===== src/rtl/cu_prefetch_command_buffer.sv =====
// Prefetch command buffer: FIFO between the stream engine and the command
// arbiter, with credit-limited issue and registered back-pressure status.

package cu_prefetch_command_buffer_pkg;

  localparam int unsigned ADDR_W  = 64;
  localparam int unsigned SIZE_W  = 32;
  localparam int unsigned ABT_W   = 4;
  localparam int unsigned CU_ID_W = 8;
  localparam int unsigned TAG_W   = 8;

  localparam logic [CU_ID_W-1:0] PREFETCH_READ_CONTROL_ID = 8'h21;

  typedef struct packed {
    logic [CU_ID_W-1:0] cu_id;
    logic [TAG_W-1:0]   tag;
  } cmd_meta_t;

  typedef struct packed {
    logic              valid;
    logic [ADDR_W-1:0] address;
    logic [SIZE_W-1:0] size;
    logic [ABT_W-1:0]  abt;
    cmd_meta_t         cmd;
  } command_buffer_line_t;

  typedef struct packed {
    logic      valid;
    cmd_meta_t cmd;
  } response_buffer_line_t;

  typedef struct packed {
    logic valid;
    logic empty;
    logic full;
    logic alfull;
  } buffer_status_t;

endpackage

module cu_prefetch_command_buffer
  import cu_prefetch_command_buffer_pkg::*;
#(
  parameter int unsigned         DEPTH           = 16,
  parameter int unsigned         ALFULL_MARGIN   = 4,
  parameter int unsigned         MAX_OUTSTANDING = 32,
  parameter logic [CU_ID_W-1:0]  CU_ID           = PREFETCH_READ_CONTROL_ID
) (
  input  logic                                     clock,
  input  logic                                     rstn,
  input  logic                                     enabled_in,
  input  command_buffer_line_t                     command_in,
  input  logic                                     command_arbiter_grant,
  input  response_buffer_line_t                    response_in,
  output command_buffer_line_t                     command_out,
  output buffer_status_t                           buffer_status,
  output logic [$clog2(MAX_OUTSTANDING+1)-1:0]     outstanding_count,
  output logic [1:0]                               error_flags
);

  localparam int unsigned AW = $clog2(DEPTH);
  localparam int unsigned CW = AW + 1;
  localparam int unsigned OW = $clog2(MAX_OUTSTANDING + 1);

  command_buffer_line_t mem [DEPTH];

  logic          enabled;
  logic [AW-1:0] wr_ptr;
  logic [AW-1:0] rd_ptr;
  logic [CW-1:0] count;

  logic           pop;
  logic           push;
  logic           overflow;
  logic           credit;
  logic           underflow;
  logic [CW-1:0]  next_count;
  logic [OW-1:0]  next_outstanding;
  buffer_status_t next_status;

  // Tag bits of a response carry no meaning for credit return.
  logic unused_resp_tag;
  assign unused_resp_tag = ^response_in.cmd.tag;

  // Issue/accept decisions, credit arithmetic and next-cycle status.
  always_comb begin
    pop              = 1'b0;
    push             = 1'b0;
    overflow         = 1'b0;
    credit           = 1'b0;
    underflow        = 1'b0;
    next_count       = count;
    next_outstanding = outstanding_count;
    next_status      = '0;

    pop = enabled && (count != '0) &&
          (outstanding_count < OW'(MAX_OUTSTANDING)) && command_arbiter_grant;
    push     = enabled && command_in.valid && ((count < CW'(DEPTH)) || pop);
    overflow = enabled && command_in.valid && (count == CW'(DEPTH)) && !pop;
    credit   = response_in.valid && (response_in.cmd.cu_id == CU_ID);

    next_count = count + CW'(push) - CW'(pop);

    if (pop && !credit) begin
      next_outstanding = outstanding_count + OW'(1);
    end else if (!pop && credit) begin
      if (outstanding_count == '0) begin
        underflow = 1'b1;
      end else begin
        next_outstanding = outstanding_count - OW'(1);
      end
    end

    next_status.empty  = (next_count == '0);
    next_status.full   = (next_count == CW'(DEPTH));
    next_status.alfull = (next_count >= CW'(DEPTH - ALFULL_MARGIN));
    next_status.valid  = (next_count != '0) &&
                         (next_outstanding < OW'(MAX_OUTSTANDING));
  end

  // FIFO storage; stored lines always have valid set since only valid lines push.
  always_ff @(posedge clock) begin
    if (push) begin
      mem[wr_ptr] <= command_in;
    end
  end

  // Control state, issued command, credits and sticky errors.
  always_ff @(posedge clock) begin
    if (!rstn) begin
      enabled           <= 1'b0;
      wr_ptr            <= '0;
      rd_ptr            <= '0;
      count             <= '0;
      command_out       <= '0;
      outstanding_count <= '0;
      error_flags       <= '0;
      buffer_status     <= '{valid: 1'b0, empty: 1'b1, full: 1'b0, alfull: 1'b0};
    end else begin
      enabled           <= enabled_in;
      count             <= next_count;
      outstanding_count <= next_outstanding;
      buffer_status     <= next_status;
      if (push) begin
        wr_ptr <= wr_ptr + AW'(1);
      end
      if (pop) begin
        rd_ptr      <= rd_ptr + AW'(1);
        command_out <= mem[rd_ptr];
      end else begin
        command_out <= '0;
      end
      if (overflow) begin
        error_flags[0] <= 1'b1;
      end
      if (underflow) begin
        error_flags[1] <= 1'b1;
      end
    end
  end

endmodule


===== config.mk =====
export PLATFORM = sky130hd
export DESIGN_NAME = cu_prefetch_command_buffer
export DESIGN_NICKNAME = d
export VERILOG_FILES = /design/src/rtl/cu_prefetch_command_buffer.sv
export SDC_FILE = /design/constraint.sdc
export NUM_CORES = 2
export LEC_CHECK = 0
export ABC_AREA = 1
export CORE_MARGIN = 2
export CORE_UTILIZATION = 30
export DETAILED_ROUTE_END_ITERATION = 10
export PLACE_DENSITY = 0.49
export REMOVE_ABC_BUFFERS = 1
export SYNTH_ARGS = -nofsm -noshare
export SYNTH_HDL_FRONTEND = slang
export SYNTH_SLANG_ARGS = --single-unit

===== constraint.sdc =====
create_clock -name clock -period 12.7 [get_ports clock]
set_input_delay 1.27 -clock clock [delete_from_list [all_inputs] [get_ports clock]]
set_output_delay 1.27 -clock clock [all_outputs]
set_load 0.01 [all_outputs]

; After elaboration in Yosys (flattened, before gate mapping)
; Memories as Yosys holds them, arrays and structs flattened. A register that Yosys moved wholly into a read port is not among the register bits.
; Index checks and enable logic that the tools add are counted.
[classes]
eq_ne = 3
n_reduce_logical = 20
muxes = 8
addsub = 6
order_cmp = 4
[ops]
columns = op, count
row1 = $mux 6, 3
row2 = $lt 6x6->1 const B, 2
row3 = $logic_and 1x1->1, 11
row4 = $eq 5x5->1 const B, 2
row5 = $reduce_bool 5->1, 2
row6 = $add 4x1->4 const B, 2
row7 = $eq 8x6->1 const B, 1
row8 = $add 6x1->6 const B, 1
row9 = $logic_not 6->1, 1
row10 = $sub 6x1->6 const B, 1
row11 = $add 5x1->5, 1
row12 = $ge 5x4->1 const B, 1
row13 = $logic_not 5->1, 1
row14 = $lt 5x5->1 const B, 1
row15 = $mux 1, 5
row16 = $sub 5x1->5, 1
row17 = $logic_not 1->1, 3
row18 = $reduce_and 2->1, 1
row19 = $logic_or 1x1->1, 1
[word_totals]
mem_bits_rw = 1872
ff_bits = 26
n_memories = 1
wordCells = 53
input_bits = 138
[mem_list]
columns = name, depth, word_bits, rd, rd_ports_with_merged_regs, wr, line_no
row1 = mem, 16, 117, 1, 1, 1, 65  ; command_buffer_line_t mem [DEPTH];

; Depth between registers and ports, before layout
[logic_depth]
ltp_word = 10
ltp_mapped = 20
depth_no_buf = 20

; Worst setup path before layout
; OpenSTA, ideal clock, no wires.
[synth_timing]
kind = input -> register
startpoint = input port command_arbiter_grant
endpoint = memory mem[11][0] (netlist name), enable pin
path_buffers = 0
setup_slack_ns = 5.420
setup_time_ns = 0.595
path_stages = 4
t_required_ns = 12.105
arrival_ns = 6.685
path_cell_list = nand3_2 -> a21oi_2 -> nand2_1 -> nor2_1
[synth_between]
elab_chain_len = 5
[synth_lines]
columns = element, line_no
row1 = "start, declared", 53  ; input logic command_arbiter_grant,
row2 = $logic_and 1x1->1, 97  ; (outstanding_count < OW'(MAX_OUTSTANDING)) && command_arbiter_grant;
row3 = $logic_or 1x1->1, 98  ; push = enabled && command_in.valid && ((count < CW'(DEPTH)) || pop);
row4 = $logic_and 1x1->1, 98
row5 = $mux 1, 123  ; if (push) begin
row6 = $mux 1 (implied by the code), 124  ; mem[wr_ptr] <= command_in;
row7 = "end, declared", 65
; Every way passes these cells.

; Worst setup path in the final report
[layout_timing]
startpoint = input port command_in[116] (netlist name)
endpoint = memory mem[11][10] (netlist name), enable pin
[layout_between]
elab_chain_len = 4
[layout_lines]
columns = element, line_no
row1 = "start, declared", 52  ; input command_buffer_line_t command_in,
row2 = $logic_and 1x1->1 (2 in a row), 98
row3 = $mux 1, 123
row4 = $mux 1 (implied by the code), 124
; Every way passes these cells.

==> out/metrics.yaml <==
clocking:
  post_cts_buffers: 0
  cts_root_buffer: "clkbuf_16"
  worst_skew_pair.late_latency_ns: 0.88
  clkTransAtPathRegs_ns: 0.06
  cts_resized: 0
  cts_hold_repair.buffers: 0
  cts_sinks: 2015
  cts_tree: "built"
  clk_path_buf_depth: 4
  htree_levels: 4
  numCtsBuffers: 228
global_routing:
  grt_pass1_vias: 51400
  grt_pass1_wl_um: 346000
  grt_max_degree: 207
  track_usage_pct: 16.5
  overflow: 0
  antenna_found_initial: 47
synth:
  ys_warn_count: 0
  avgSynthCellArea_um2: 10.8
  seq_area_frac_synth_pct: 71.5
  synth-seq-cells: 2015
  synthesis.area_um2: 82700
  syn_inst: 7661
  yosysUniqueCellTypes: 27
placement:
  pre_cts_slack_ns: 6.18
  io_buffer_count: 258
  placed_cells: 11200
  placed_area_um2: 88700
  place.gp.congestion: 0.735
  post-dp-hpwl_um: 110000
pwr:
  p_leak_nw: 37.9
  p_per_area_nw_per_um2: 156
  ir_drop_v: 0.000120
sta:
  setup_tns_ns: 0
  setup_violations: 0
  holdWs_ns: 0.481
  rsz0062_at_grt: "false"
  fin_worst_skew_ns: 0.0689
  slew_violations: 0
  max_freq_mhz: 183
  tightest_slew_ns: 1.20
  setup_slack_ns: 7.24
  relSlewSlack_pct: 19.9
  finalCritPeriodShare_pct: 43.0
  final-hold-violation-count: 0
  fin_crit_ns: 5.46
setup_path:
  critical_path.slowest_cell: "clkdlybuf4s50_1"
  worstReg2RegStart: "rd_ptr[0]"
  crit_path_frequent_cell: "buf_4"
  crit_type: "in2reg"
  cp_max_fo: 42
  arrival_ns: 5.94
  reg2reg_slack_ns: 8.00
  path_cells: "clkdlybuf4s50_1 -> nand2_1 -> a21oi_2 -> nand2_1 -> nor2_4 -> buf_4 -> buf_4 -> buf_4"
  end_kind: "flop"
  regToRegEndpoint: "command_out[60]"
  cp-start-kind: "input port"
  cp.required_ns: 13.18
  max_stage_delay_ns: 0.95
  r2r_cells: 10
floorplan:
  pin_count: 267
  chipWidth_um: 529
  row_count: 192
  design.core.area_um2: 274000
  die_area_um2: 280000
  start_util_pct: 30.2
  die_h_um: 529
min_path:
  hp-start: "error_flags[0]"
  min_to: "error_flags[0]"
  worstHoldPathCells: 2
  hold_class: "reg2reg"
finish:
  fin_area_um2: 96000
  finalNetCount: 7997
  fin_cells: 11600
  drive_gt1_share_pct: 5.40
  num-fill-cells: 26900
  area_growth_syn_to_layout_pct: 16.1
run_status:
  status: "completed"
detailed_routing:
  routed_wirelength_um: 235000
  ant_nets: 0
  route.detailed.drc: 0
  vias: 53300
  first_pass_iters: 5
  vias_per_cell: 4.59
  wl_per_cell_um: 20.2
  drtIter0Drc: 4045
run:
  maxCapViolations: 0
cell families after synthesis:
family                     count (synthesis)  share of synthesized area, %
AOI/OAI and AO/OA                        140                         0.852
buffers and inverters                   1377                          6.85
DFF                                     2015                          71.5
and+or+nand+nor                         4107                          20.5
xor gates and xnor gates                   5                        0.0530
adders and majority gates                 17                         0.266
flip-flops by register name, summed over array words and instances, names as in the netlist:
name               flops
command_out          117
outstanding_count      6
count                  5
error_flags            2
rd_ptr                 4
buffer_status          4
wr_ptr                 4
enabled                1
mem                 1872
synthesized netlist by cell type, drive strengths merged:
master,count,area [µm²]
buf,327,1720
edfxtp,1872,56200
clkinv,2,7.51
xor2,5,43.8
nor3b,2,20.0
fa,1,20.0
inv,975,3660
dfxtp,143,2860
clkbuf,73,274
nand3,1192,5970
nand2,2861,10700
nor3,1,5.00
nand4,6,37.5
nor2,43,161
or2,1,6.26
a21oi,134,674
ha,16,200
nand3b,1,7.51
o21ai,6,30.0
where the power goes:
| part | switching, mW | internal, mW | total [mW] |
|---|---|---|---|
| combinational | 0.834 | 0.344 | 1.18 |
| clock | 2.67 | 3.77 | 6.43 |
| sequential | 0.0259 | 7.30 | 7.33 |
| total | 3.53 | 11.4 | 14.9 |
area by class of cell:
cell class,count,area (µm²),share of cell area [%]
Inverter,977,3700,3.85
Clock buffer,306,6220,6.48
Antenna cell,8,20.0,0.0209
Multi-Input combinational cell,4269,18100,18.8
Sequential cell,2015,59100,61.6
Timing Repair Buffer,351,3340,3.48
Tap cell,3589,4490,4.68
Clock inverter,114,1030,1.07
layer usage:
layer | vias to the layer above | global-route usage, % | routed length (µm)
met5 | - | 0 | 241
met4 | 42 | 3.54 | 4510
met3 | 373 | 3.03 | 12900
met2 | 1260 | 27.1 | 109000
met1 | 26100 | 22.7 | 108000
li1 | 25500 | - | -
worst max-delay path, delay by kind of cell:
| kind | cells | cell delay (ns) |
|---|---|---|
| AOI/OAI and AO/OA | 1 | 0.47 |
| and+or+nand+nor | 3 | 0.74 |
| buffers and inverters | 4 | 3.28 |
worst max-delay path by stage:
| stage | from | endpoint | cells past startpoint |
|---|---|---|---|
| 5_1_grt | command_in[116] | mem[11][100] | 8 |
| 3_3_place_gp | command_in[116] | mem[11][105] | 8 |
| 6_report | command_in[116] | mem[11][10] | 8 |
| 4_1_cts | command_in[116] | mem[11][100] | 8 |
| 3_5_place_dp | command_in[116] | mem[11][16] | 8 |
| 2_1_floorplan | rd_ptr[0] | command_out[102] | 6 |
placed cells by master (no fill, tap or decap), types with 2 or more instances in the layout:
cell and n:
nand2_1 2859, edfxtp_1 1872, nand3_1 1191, inv_1 969
clkdlybuf4s50_1 258, clkbuf_16 231, dfxtp_1 139, a21oi_1 133
buf_4 88, clkbuf_1 59, clkinv_1 54, nor2_1 27
clkinv_2 27, bufinv_16 17, nor2_4 16, ha_1 16
clkbuf_8 16, clkinvlp_4 10, diode_2 8, nand4_1 6
o21ai_0 6, xor2_1 5, buf_12 5, inv_8 4
inv_16 4, dfxtp_4 4, clkinv_4 3, inv_2 2
stage by stage:
stage               util (%)  power, mW
floorplan                  -       8.49
global placement        32.4       8.65
detailed placement      32.4       8.66
CTS                     35.0       15.1
global route            35.0       15.5
finish                  35.0       14.9
Power figures use the tool's default switching activity.
